### src/rtl/calc2_req_driver_if.sv
// Transaction, DUT-port and completion signals of one calc2 request driver.
interface calc2_req_driver_if;
   logic        txn_valid;
   logic        txn_ready;
   logic [3:0]  txn_cmd;
   logic [31:0] txn_op1;
   logic [31:0] txn_op2;
   logic [1:0]  txn_tag;
   logic [3:0]  req_cmd_out;
   logic [31:0] req_data_out;
   logic [1:0]  req_tag_out;
   logic [1:0]  dut_resp_in;
   logic [31:0] dut_data_in;
   logic [1:0]  dut_tag_in;
   logic        rsp_valid;
   logic [1:0]  rsp_resp;
   logic [31:0] rsp_data;
   logic [1:0]  rsp_tag;
   logic        rsp_timeout;
   logic        spurious;
   logic [3:0]  busy_tags;

   // Traffic source / completion monitor side.
   modport master (
      output txn_valid, txn_cmd, txn_op1, txn_op2, txn_tag,
      output dut_resp_in, dut_data_in, dut_tag_in,
      input  txn_ready, req_cmd_out, req_data_out, req_tag_out,
      input  rsp_valid, rsp_resp, rsp_data, rsp_tag, rsp_timeout,
      input  spurious, busy_tags
   );

   // Request driver side.
   modport slave (
      input  txn_valid, txn_cmd, txn_op1, txn_op2, txn_tag,
      input  dut_resp_in, dut_data_in, dut_tag_in,
      output txn_ready, req_cmd_out, req_data_out, req_tag_out,
      output rsp_valid, rsp_resp, rsp_data, rsp_tag, rsp_timeout,
      output spurious, busy_tags
   );
endinterface

### src/rtl/calc2_req_driver.sv
// Per-port calc2 request driver: splits a transaction into the two-cycle
// request sequence, tracks four tags and reports completions or timeouts.
module calc2_req_driver #(
   parameter int unsigned TIMEOUT_CYCLES = 16,
   parameter int unsigned CNT_W          = 5
) (
   input  logic              c_clk,
   input  logic              reset,
   calc2_req_driver_if.slave bus
);
   localparam int unsigned CMD_W  = 4;
   localparam int unsigned DATA_W = 32;
   localparam int unsigned TAG_W  = 2;
   localparam int unsigned RESP_W = 2;
   localparam int unsigned NTAGS  = 4;
   localparam logic [CNT_W-1:0] LIMIT = CNT_W'(TIMEOUT_CYCLES);

   typedef enum logic [1:0] {
      IDLE = 2'd0,
      OP1  = 2'd1,
      OP2  = 2'd2
   } state_t;

   state_t state, state_d;

   logic              ready_c;
   logic              accept;
   logic [CMD_W-1:0]  cmd_q;
   logic [DATA_W-1:0] op2_q;
   logic [TAG_W-1:0]  tag_q;

   logic [CMD_W-1:0]  req_cmd_q,  req_cmd_d;
   logic [DATA_W-1:0] req_data_q, req_data_d;
   logic [TAG_W-1:0]  req_tag_q,  req_tag_d;

   logic [NTAGS-1:0]            busy_q, busy_d;
   logic [NTAGS-1:0]            exp_q, exp_d;
   logic [NTAGS-1:0]            cand;
   logic [NTAGS-1:0][CNT_W-1:0] cnt_q, cnt_d;

   logic              hit, match;
   logic              to_valid;
   logic [TAG_W-1:0]  to_idx;

   logic              rsp_valid_q,   rsp_valid_d;
   logic [RESP_W-1:0] rsp_resp_q,    rsp_resp_d;
   logic [DATA_W-1:0] rsp_data_q,    rsp_data_d;
   logic [TAG_W-1:0]  rsp_tag_q,     rsp_tag_d;
   logic              rsp_timeout_q, rsp_timeout_d;
   logic              spurious_q,    spurious_d;

   // Ready only when idle and the offered tag is free; held low during reset.
   assign ready_c       = ~reset & (state == IDLE) & ~busy_q[bus.txn_tag];
   assign accept        = bus.txn_valid & ready_c;
   assign bus.txn_ready = ready_c;

   // Request sequencing: IDLE -> OP1 -> OP2 -> IDLE, req outputs computed one cycle ahead.
   always_comb begin
      state_d    = state;
      req_cmd_d  = '0;
      req_data_d = '0;
      req_tag_d  = '0;
      case (state)
         IDLE: begin
            if (accept) begin
               state_d    = OP1;
               req_cmd_d  = bus.txn_cmd;
               req_data_d = bus.txn_op1;
               req_tag_d  = bus.txn_tag;
            end
         end
         OP1: begin
            state_d    = OP2;
            req_cmd_d  = cmd_q;
            req_data_d = op2_q;
            req_tag_d  = tag_q;
         end
         OP2:     state_d = IDLE;
         default: state_d = IDLE;
      endcase
   end

   // State register.
   always_ff @(posedge c_clk or posedge reset) begin
      if (reset) state <= IDLE;
      else       state <= state_d;
   end

   // Request output registers and the latched second beat.
   always_ff @(posedge c_clk or posedge reset) begin
      if (reset) begin
         req_cmd_q  <= '0;
         req_data_q <= '0;
         req_tag_q  <= '0;
         cmd_q      <= '0;
         op2_q      <= '0;
         tag_q      <= '0;
      end else begin
         req_cmd_q  <= req_cmd_d;
         req_data_q <= req_data_d;
         req_tag_q  <= req_tag_d;
         if (accept) begin
            cmd_q <= bus.txn_cmd;
            op2_q <= bus.txn_op2;
            tag_q <= bus.txn_tag;
         end
      end
   end

   // Tag tracking and completion arbitration: matched response first, then lowest expired tag.
   always_comb begin
      hit           = (bus.dut_resp_in != '0);
      match         = hit & busy_q[bus.dut_tag_in];
      spurious_d    = hit & ~busy_q[bus.dut_tag_in];
      busy_d        = busy_q;
      cnt_d         = cnt_q;
      cand          = '0;
      to_valid      = 1'b0;
      to_idx        = '0;
      rsp_valid_d   = 1'b0;
      rsp_resp_d    = '0;
      rsp_data_d    = '0;
      rsp_tag_d     = '0;
      rsp_timeout_d = 1'b0;
      for (int i = 0; i < int'(NTAGS); i++) begin
         if (busy_q[i] && (cnt_q[i] != LIMIT)) cnt_d[i] = cnt_q[i] + CNT_W'(1);
         cand[i] = busy_q[i] & (exp_q[i] | (cnt_q[i] == LIMIT))
                   & ~(match & (bus.dut_tag_in == TAG_W'(i)));
      end
      for (int i = int'(NTAGS) - 1; i >= 0; i--) begin
         if (cand[i]) begin
            to_valid = 1'b1;
            to_idx   = TAG_W'(i);
         end
      end
      exp_d = cand;
      if (match) begin
         rsp_valid_d = 1'b1;
         rsp_resp_d  = bus.dut_resp_in;
         rsp_data_d  = bus.dut_data_in;
         rsp_tag_d   = bus.dut_tag_in;
         busy_d[bus.dut_tag_in] = 1'b0;
         cnt_d[bus.dut_tag_in]  = '0;
      end else if (to_valid) begin
         rsp_valid_d   = 1'b1;
         rsp_timeout_d = 1'b1;
         rsp_tag_d     = to_idx;
         busy_d[to_idx] = 1'b0;
         exp_d[to_idx]  = 1'b0;
         cnt_d[to_idx]  = '0;
      end
      if (accept) begin
         busy_d[bus.txn_tag] = 1'b1;
         exp_d[bus.txn_tag]  = 1'b0;
         cnt_d[bus.txn_tag]  = '0;
      end
   end

   // Tag state and completion output registers.
   always_ff @(posedge c_clk or posedge reset) begin
      if (reset) begin
         busy_q        <= '0;
         exp_q         <= '0;
         cnt_q         <= '0;
         rsp_valid_q   <= 1'b0;
         rsp_resp_q    <= '0;
         rsp_data_q    <= '0;
         rsp_tag_q     <= '0;
         rsp_timeout_q <= 1'b0;
         spurious_q    <= 1'b0;
      end else begin
         busy_q        <= busy_d;
         exp_q         <= exp_d;
         cnt_q         <= cnt_d;
         rsp_valid_q   <= rsp_valid_d;
         rsp_resp_q    <= rsp_resp_d;
         rsp_data_q    <= rsp_data_d;
         rsp_tag_q     <= rsp_tag_d;
         rsp_timeout_q <= rsp_timeout_d;
         spurious_q    <= spurious_d;
      end
   end

   assign bus.req_cmd_out  = req_cmd_q;
   assign bus.req_data_out = req_data_q;
   assign bus.req_tag_out  = req_tag_q;
   assign bus.rsp_valid    = rsp_valid_q;
   assign bus.rsp_resp     = rsp_resp_q;
   assign bus.rsp_data     = rsp_data_q;
   assign bus.rsp_tag      = rsp_tag_q;
   assign bus.rsp_timeout  = rsp_timeout_q;
   assign bus.spurious     = spurious_q;
   assign bus.busy_tags    = busy_q;
endmodule

### src/flat_wrapper.sv
// flat-port wrapper written by rule: the top's interface ports become plain ports
module calc2_req_driver_flat 
#(
   parameter int unsigned TIMEOUT_CYCLES = 16,
   parameter int unsigned CNT_W          = 5
)
  (c_clk, reset, bus_txn_valid, bus_txn_cmd, bus_txn_op1, bus_txn_op2, bus_txn_tag, bus_dut_resp_in, bus_dut_data_in, bus_dut_tag_in, bus_txn_ready, bus_req_cmd_out, bus_req_data_out, bus_req_tag_out, bus_rsp_valid, bus_rsp_resp, bus_rsp_data, bus_rsp_tag, bus_rsp_timeout, bus_spurious, bus_busy_tags);
  calc2_req_driver_if bus_i ();
  input  logic c_clk;
  input  logic reset;
  input wire logic [$bits(bus_i.txn_valid)-1:0] bus_txn_valid;
  input wire logic [$bits(bus_i.txn_cmd)-1:0] bus_txn_cmd;
  input wire logic [$bits(bus_i.txn_op1)-1:0] bus_txn_op1;
  input wire logic [$bits(bus_i.txn_op2)-1:0] bus_txn_op2;
  input wire logic [$bits(bus_i.txn_tag)-1:0] bus_txn_tag;
  input wire logic [$bits(bus_i.dut_resp_in)-1:0] bus_dut_resp_in;
  input wire logic [$bits(bus_i.dut_data_in)-1:0] bus_dut_data_in;
  input wire logic [$bits(bus_i.dut_tag_in)-1:0] bus_dut_tag_in;
  output wire logic [$bits(bus_i.txn_ready)-1:0] bus_txn_ready;
  output wire logic [$bits(bus_i.req_cmd_out)-1:0] bus_req_cmd_out;
  output wire logic [$bits(bus_i.req_data_out)-1:0] bus_req_data_out;
  output wire logic [$bits(bus_i.req_tag_out)-1:0] bus_req_tag_out;
  output wire logic [$bits(bus_i.rsp_valid)-1:0] bus_rsp_valid;
  output wire logic [$bits(bus_i.rsp_resp)-1:0] bus_rsp_resp;
  output wire logic [$bits(bus_i.rsp_data)-1:0] bus_rsp_data;
  output wire logic [$bits(bus_i.rsp_tag)-1:0] bus_rsp_tag;
  output wire logic [$bits(bus_i.rsp_timeout)-1:0] bus_rsp_timeout;
  output wire logic [$bits(bus_i.spurious)-1:0] bus_spurious;
  output wire logic [$bits(bus_i.busy_tags)-1:0] bus_busy_tags;
  assign bus_i.txn_valid = bus_txn_valid;
  assign bus_i.txn_cmd = bus_txn_cmd;
  assign bus_i.txn_op1 = bus_txn_op1;
  assign bus_i.txn_op2 = bus_txn_op2;
  assign bus_i.txn_tag = bus_txn_tag;
  assign bus_i.dut_resp_in = bus_dut_resp_in;
  assign bus_i.dut_data_in = bus_dut_data_in;
  assign bus_i.dut_tag_in = bus_dut_tag_in;
  assign bus_txn_ready = bus_i.txn_ready;
  assign bus_req_cmd_out = bus_i.req_cmd_out;
  assign bus_req_data_out = bus_i.req_data_out;
  assign bus_req_tag_out = bus_i.req_tag_out;
  assign bus_rsp_valid = bus_i.rsp_valid;
  assign bus_rsp_resp = bus_i.rsp_resp;
  assign bus_rsp_data = bus_i.rsp_data;
  assign bus_rsp_tag = bus_i.rsp_tag;
  assign bus_rsp_timeout = bus_i.rsp_timeout;
  assign bus_spurious = bus_i.spurious;
  assign bus_busy_tags = bus_i.busy_tags;
  calc2_req_driver #(.TIMEOUT_CYCLES(TIMEOUT_CYCLES), .CNT_W(CNT_W)) u_core (.c_clk(c_clk), .reset(reset), .bus(bus_i));
endmodule
### config.mk
export PLATFORM = sky130hd
export DESIGN_NAME = calc2_req_driver_flat
export DESIGN_NICKNAME = d
export VERILOG_FILES = /design/src/rtl/calc2_req_driver_if.sv /design/src/rtl/calc2_req_driver.sv /design/src/flat_wrapper.sv
export SDC_FILE = /design/constraint.sdc
export NUM_CORES = 1
export LEC_CHECK = 0
export CAP_MARGIN = 20
export CELL_PAD_IN_SITES_DETAIL_PLACEMENT = 1
export CELL_PAD_IN_SITES_GLOBAL_PLACEMENT = 1
export CORE_ASPECT_RATIO = 1.2
export CORE_MARGIN = 2
export CORE_UTILIZATION = 38
export CTS_BUF_LIST = sky130_fd_sc_hd__clkbuf_2
export DETAILED_ROUTE_END_ITERATION = 7
export MAX_ROUTING_LAYER = met4
export PLACE_DENSITY = 0.86
export SETUP_SLACK_MARGIN = 0.05
export SLEW_MARGIN = 10
export SYNTH_ARGS = -nofsm -noshare
export SYNTH_HDL_FRONTEND = slang
export SYNTH_SLANG_ARGS = --single-unit
export TNS_END_PERCENT = 100
### constraint.sdc
create_clock -name c_clk -period 6.8 [get_ports c_clk]
set_clock_uncertainty 0.2 [all_clocks]
set_input_delay 1.36 -clock c_clk [delete_from_list [all_inputs] [get_ports c_clk]]
set_output_delay 1.36 -clock c_clk [all_outputs]
set_load 0.1 [all_outputs]
==> run metrics, run 1 <==
CTS Hold Buffers Added 0; initial DRC count 104; Core Box Area 0.0150 mm²; worst reg-to-reg setup slack 3.90 ns; area grow syn2layout 38.6%; Tot GR Track Use 0.198; Clock Sinks 145; max_slew headroom 0.309; placer congestion estimate 0.826; dpl cells 806; vias 4189; drt pass-1 iters 4; WL final 15400 µm; Period minus WS final 5.20 ns; register area 0.00363 mm²; Post-Syn Instances 433; Worst-path clk slew 0.21 ns; Max Freq 192 MHz; post-CTS setup buffers 0; Max Cap Viol 0; post-synth net total 550; Setup Crit Path Kind input port to output pin; Ports 191; cts repair resizes 0; IO Port Bufs 190; Worst Setup Start Kind input port; CTS tree built; layout cells sized above 1 0.132; Lkg Pwr 3.56 nW; Final Cell Area 0.00813 mm²; die width 117 µm; pin count of the biggest net entering global routing 113; main flop type after synthesis dfrtp_1; Fillers 1554; Syn Area/Cell 13.5 µm²; DP Area 0.00791 mm²; die span in y 140 µm; nets 739; sequential share of the synthesized area 0.619; R2R Path Start u_core.bus.busy_tags[2]; r2r endpoint u_core.cmd_q[2]; Clock Path Buffers 2; Final Setup Violations 0; slew at the pin closest to its max-slew limit 1.03 ns; Post-synth ARST share 1.00; Routed Antenna Nets 0; Hold Vio Cnt, Final 0; Post-Syn Area 0.00586 mm²; Clock Latency Late Sink 0.71 ns; Tcrit/Tclk final 0.765; hold_sp u_core.op2_q[1]; initial antenna violation count 1; Post-DP HPWL 11500 µm; Inserted Clock Buffers 17; die area 0.0164 mm²; hold path cells 1; WL/cell 18.3 µm; Std-Cell Rows 49; worst min-delay path class register to register; R2R depth 5; RSZ-0062 raised after global routing no; outcome completed; Root Buffer clkbuf_2; crit path DAT 3.64 ns; Core Util, Final 0.541; first-pass GRT wire length 24600 µm; worst vdd ir 0.188 mV; DRC 0; Initial Util 0.390; Min-Delay Endpoint u_core.bus.req_data_out[1]; Yosys cell types 53; vias in the first global route 4729; PD cells 421 mW/mm²; non-filler instance count after layout 839; worst path required time 5.24 ns; max-slew violation count 0; setup_tns 0 ns; YS warnings 0; CP max FO 9; Synth Register Bits 145; area of the multi-input gates 0.00205 mm²; GR Overflow Total 0; via density per instance 4.99; EDFF count, synth 0; critical path endpoint category output pin; H-tree depth 4
## synthesized netlist by cell type, types with 4 or more instances
master    number  area, µm²
buf_4          7       52.6
dfrtp_1      145       3630
nand2_1       17       63.8
nand4_1       11       68.8
mux2i_1        4       40.0
nor4bb_1       4       40.0
nor3_1         7       35.0
a22o_1        37        324
and2_1        34        213
ha_1           8        100
clkbuf_1       7       26.3
a211oi_1       5       37.5
inv_1         12       45.0
xnor2_1        4       35.0
xor2_1        12        105
nor2_1        16       60.1
mux2_2        36        405
buf_2          6       30.0
nand3_1        7       35.0
## per-layer routing
layer	up-vias	track usage	share of wire
li1	1908	-	-
met1	2142	0.198	0.36
met2	115	0.368	0.57
met3	24	0.0468	0.043
met4	0	0.0856	0.024
met5	-	-	0
## through the flow
stage / setup WS [ns] / total power (W) / hold slack [ns]
6_report: 1.60 / 0.00342 / 0.298
5_1_grt: 1.48 / 0.00359 / 0.317
4_1_cts: 1.59 / 0.00344 / 0.320
3_5_place_dp: 1.59 / 0.00301 / 0.281
3_3_place_gp: 1.63 / 0.00293 / 0.272
2_1_floorplan: 1.35 / 0.00256 / 0.262
## state kept, by name (all words and copies together) (netlist names), 2 cells and up
signal                   cells
u_core.bus.rsp_resp          2
u_core.tag_q                 2
u_core.cnt_q                20
u_core.bus.req_data_out     32
u_core.state                 2
u_core.bus.req_cmd_out       4
u_core.bus.rsp_data         32
u_core.bus.rsp_tag           2
u_core.bus.busy_tags         4
u_core.cmd_q                 4
u_core.bus.req_tag_out       2
u_core.op2_q                32
u_core.exp_q                 4
## critical path: stages
cell and delay [ns]:
clkdlybuf4s50_1 0.64, mux2i_1 0.27, o21ai_2 0.11, nor2_1 0.12, clkdlybuf4s50_1 1.14
## power breakdown
part	switching (W)	leakage, nW	total, W	internal, W
combinational	0.00115	1.56	0.00167	0.000521
clock	0.000300	0.126	0.000428	0.000128
sequential	0.000195	1.87	0.00132	0.00112
## worst max path at each step
stage / from / to / slack [ns]
after floorplan: reset / u_core.bus.busy_tags[0] / 1.35
after global routing: bus_txn_tag[0] / bus_txn_ready / 1.48
after global placement: bus_txn_tag[0] / bus_txn_ready / 1.63
after detailed placement: bus_txn_tag[0] / bus_txn_ready / 1.59
final: bus_txn_tag[0] / bus_txn_ready / 1.60
after CTS: bus_txn_tag[0] / bus_txn_ready / 1.59
## area by class of cell
cell class                      instances  share of cell area
Clock buffer                           19              0.0117
Clock inverter                         12              0.0117
Sequential cell                       145               0.446
Multi-Input combinational cell        252               0.252
Tap cell                              204              0.0314
Antenna cell                            1            0.000308
Timing Repair Buffer                  194               0.240
Inverter                               12             0.00616
## layout by cell type (no fill, tap or decap), types with 3 or more instances in the layout
cell type | netlist | final
o21ai_1 | 3 | 3
nand4bb_1 | 3 | 3
o21a_1 | 3 | 3
mux2i_1 | 4 | 4
inv_1 | 12 | 11
xnor2_1 | 4 | 4
a211oi_1 | 5 | 5
a21oi_1 | 3 | 3
mux2_2 | 36 | 36
clkinv_1 | 0 | 3
clkinv_4 | 0 | 3
nand4_1 | 11 | 11
nand2_1 | 17 | 17
nor2_1 | 16 | 16
and2_1 | 34 | 34
a22o_1 | 37 | 37
ha_1 | 8 | 8
o21ai_0 | 3 | 3
dfrtp_1 | 145 | 145
nor4bb_1 | 4 | 4
nor3_1 | 7 | 7
clkinv_2 | 0 | 4
clkbuf_2 | 1 | 19
clkdlybuf4s50_1 | 0 | 190
nand3_1 | 7 | 7
buf_4 | 7 | 3
xor2_1 | 12 | 12
## kinds of logic after synthesis
group	synth area share
AO/OA/AOI/OAI	0.101
XOR/XNOR	0.0239
adder cells (fa/ha/maj)	0.0171
buffers and inverters	0.0329
flip-flops	0.619
multiplexers	0.0888
AND/OR/NAND/NOR	0.118
No activity file was read; power rests on OpenSTA's default activity.
==> run 2: changes to the inputs <==
==> constraint.sdc (replaced) <==
create_clock -name c_clk -period 5.15 [get_ports c_clk]
set_clock_uncertainty 0.2 [all_clocks]
set_input_delay 1.03 -clock c_clk [delete_from_list [all_inputs] [get_ports c_clk]]
set_output_delay 1.03 -clock c_clk [all_outputs]
set_load 0.1 [all_outputs]
==> run metrics, run 2 (synthesis results as in run 1) <==
outcome completed; CTS Hold Buffers Added 0; Period minus WS final 3.90 ns; nets 740; Final Setup Violations 0; die area 0.0164 mm²; drt pass-1 iters 4; area grow syn2layout 40.4%; dpl cells 806; most frequent cells in the layout clkdlybuf4s50_1, dfrtp_1, a22o_1; Tcrit/Tclk final 0.758; slew at the pin closest to its max-slew limit 1.02 ns; worst vdd ir 0.300 mV; first-pass GRT wire length 25100 µm; worst path required time 3.92 ns; critical path endpoint category output pin; hold path cells 1; Lkg Pwr 3.60 nW; R2R Path Start u_core.bus.busy_tags[1]; die width 117 µm; H-tree depth 4; layout cells sized above 1 0.137; initial DRC count 151; R2R depth 5; Clock Path Buffers 2; Std-Cell Rows 49; Ports 191; initial antenna violation count 2; non-filler instance count after layout 842; crit path DAT 2.67 ns; worst min-delay path class register to register; Root Buffer clkbuf_2; CP bufs+invs 1; Worst Setup Start Kind register; Inserted Clock Buffers 17; CP max FO 13; Tot GR Track Use 0.203; Post-DP HPWL 11400 µm; Clock Sinks 145; Routed Antenna Nets 0; worst reg-to-reg setup slack 2.57 ns; hold_sp u_core.op2_q[10]; Critical Path Max Stage Delay 1.24 ns; Hold Vio Cnt, Final 0; die span in y 140 µm; placer congestion estimate 0.769; max_slew headroom 0.317; pin count of the biggest net entering global routing 95; delay-heaviest family, CP buffers and inverters; Setup Crit Path Kind register to output pin; WL final 15700 µm; vias 4185; Worst-path clk slew 0.19 ns; WL/cell 18.7 µm; max-slew violation count 0; crit-path cells clkdlybuf4s50_1; PD cells 569 mW/mm²; Slowest-stage cell, CP clkdlybuf4s50_1; Max Cap Viol 0; Min-Delay Endpoint u_core.bus.req_data_out[10]; RSZ-0062 raised after global routing no; IO Port Bufs 190; CTS tree built; Initial Util 0.390; r2r endpoint u_core.op2_q[30]; vias in the first global route 4724; setup_tns 0 ns; post-CTS setup buffers 0; cts repair resizes 0; via density per instance 4.97; leading cell type in the layout, fill and taps excluded clkdlybuf4s50_1; Pwr Total 0.00469 W; Clock Latency Late Sink 0.71 ns; DRC 0; Max Freq 256 MHz; Core Box Area 0.0150 mm²; GR Overflow Total 0
==> run 2: cell type report <==
| type | instances | area [µm²] |
|---|---|---|
| clock buffers | 19 | 95.1 |
| repair buffers | 195 | 1980 |
| multi-input cells | 252 | 2050 |
| diodes | 2 | 5.00 |
| fillers | 1538 | 6790 |
| well taps | 204 | 255 |
| inverters | 12 | 48.8 |
| flip-flops and latches | 145 | 3630 |
| clock inverters | 13 | 168 |
==> run 2: worst max-delay path by stage <==
stage                     depth (start not counted)                    start               end
final                                             1  u_core.bus.busy_tags[1]  bus_busy_tags[1]
after floorplan                                   4           bus_txn_tag[0]     bus_txn_ready
after global placement                            5           bus_txn_tag[0]     bus_txn_ready
after global routing                              1  u_core.bus.busy_tags[1]  bus_busy_tags[1]
after detailed placement                          5           bus_txn_tag[0]     bus_txn_ready
after CTS                                         1  u_core.bus.busy_tags[1]  bus_busy_tags[1]
==> run 2: per-stage QoR <==
stage | hold WS [ns] | instance area, µm² | util | worst slack (ns)
2_1_floorplan | 0.262 | 5870 | - | 1.16
3_3_place_gp | 0.270 | 7920 | 0.527 | 1.44
3_5_place_dp | 0.285 | 7920 | 0.527 | 1.33
4_1_cts | 0.318 | 8180 | 0.545 | 1.14
5_1_grt | 0.336 | 8230 | 0.548 | 1.08
6_report | 0.319 | 8230 | 0.548 | 1.25
==> run 2: report_power, final <==
group          leakage [nW]  internal, W  switching [W]
registers              1.87      0.00148       0.000264
logic                  1.57     0.000690        0.00154
clock network         0.160     0.000316       0.000395
==> run 2: routing by layer <==
metal,vias to the layer above,wire [µm],track usage
li1,1914,-,-
met1,2117,5810,0.207
met4,0,444,0.0945
met2,124,8810,0.365
met3,30,669,0.0513
met5,-,0,-
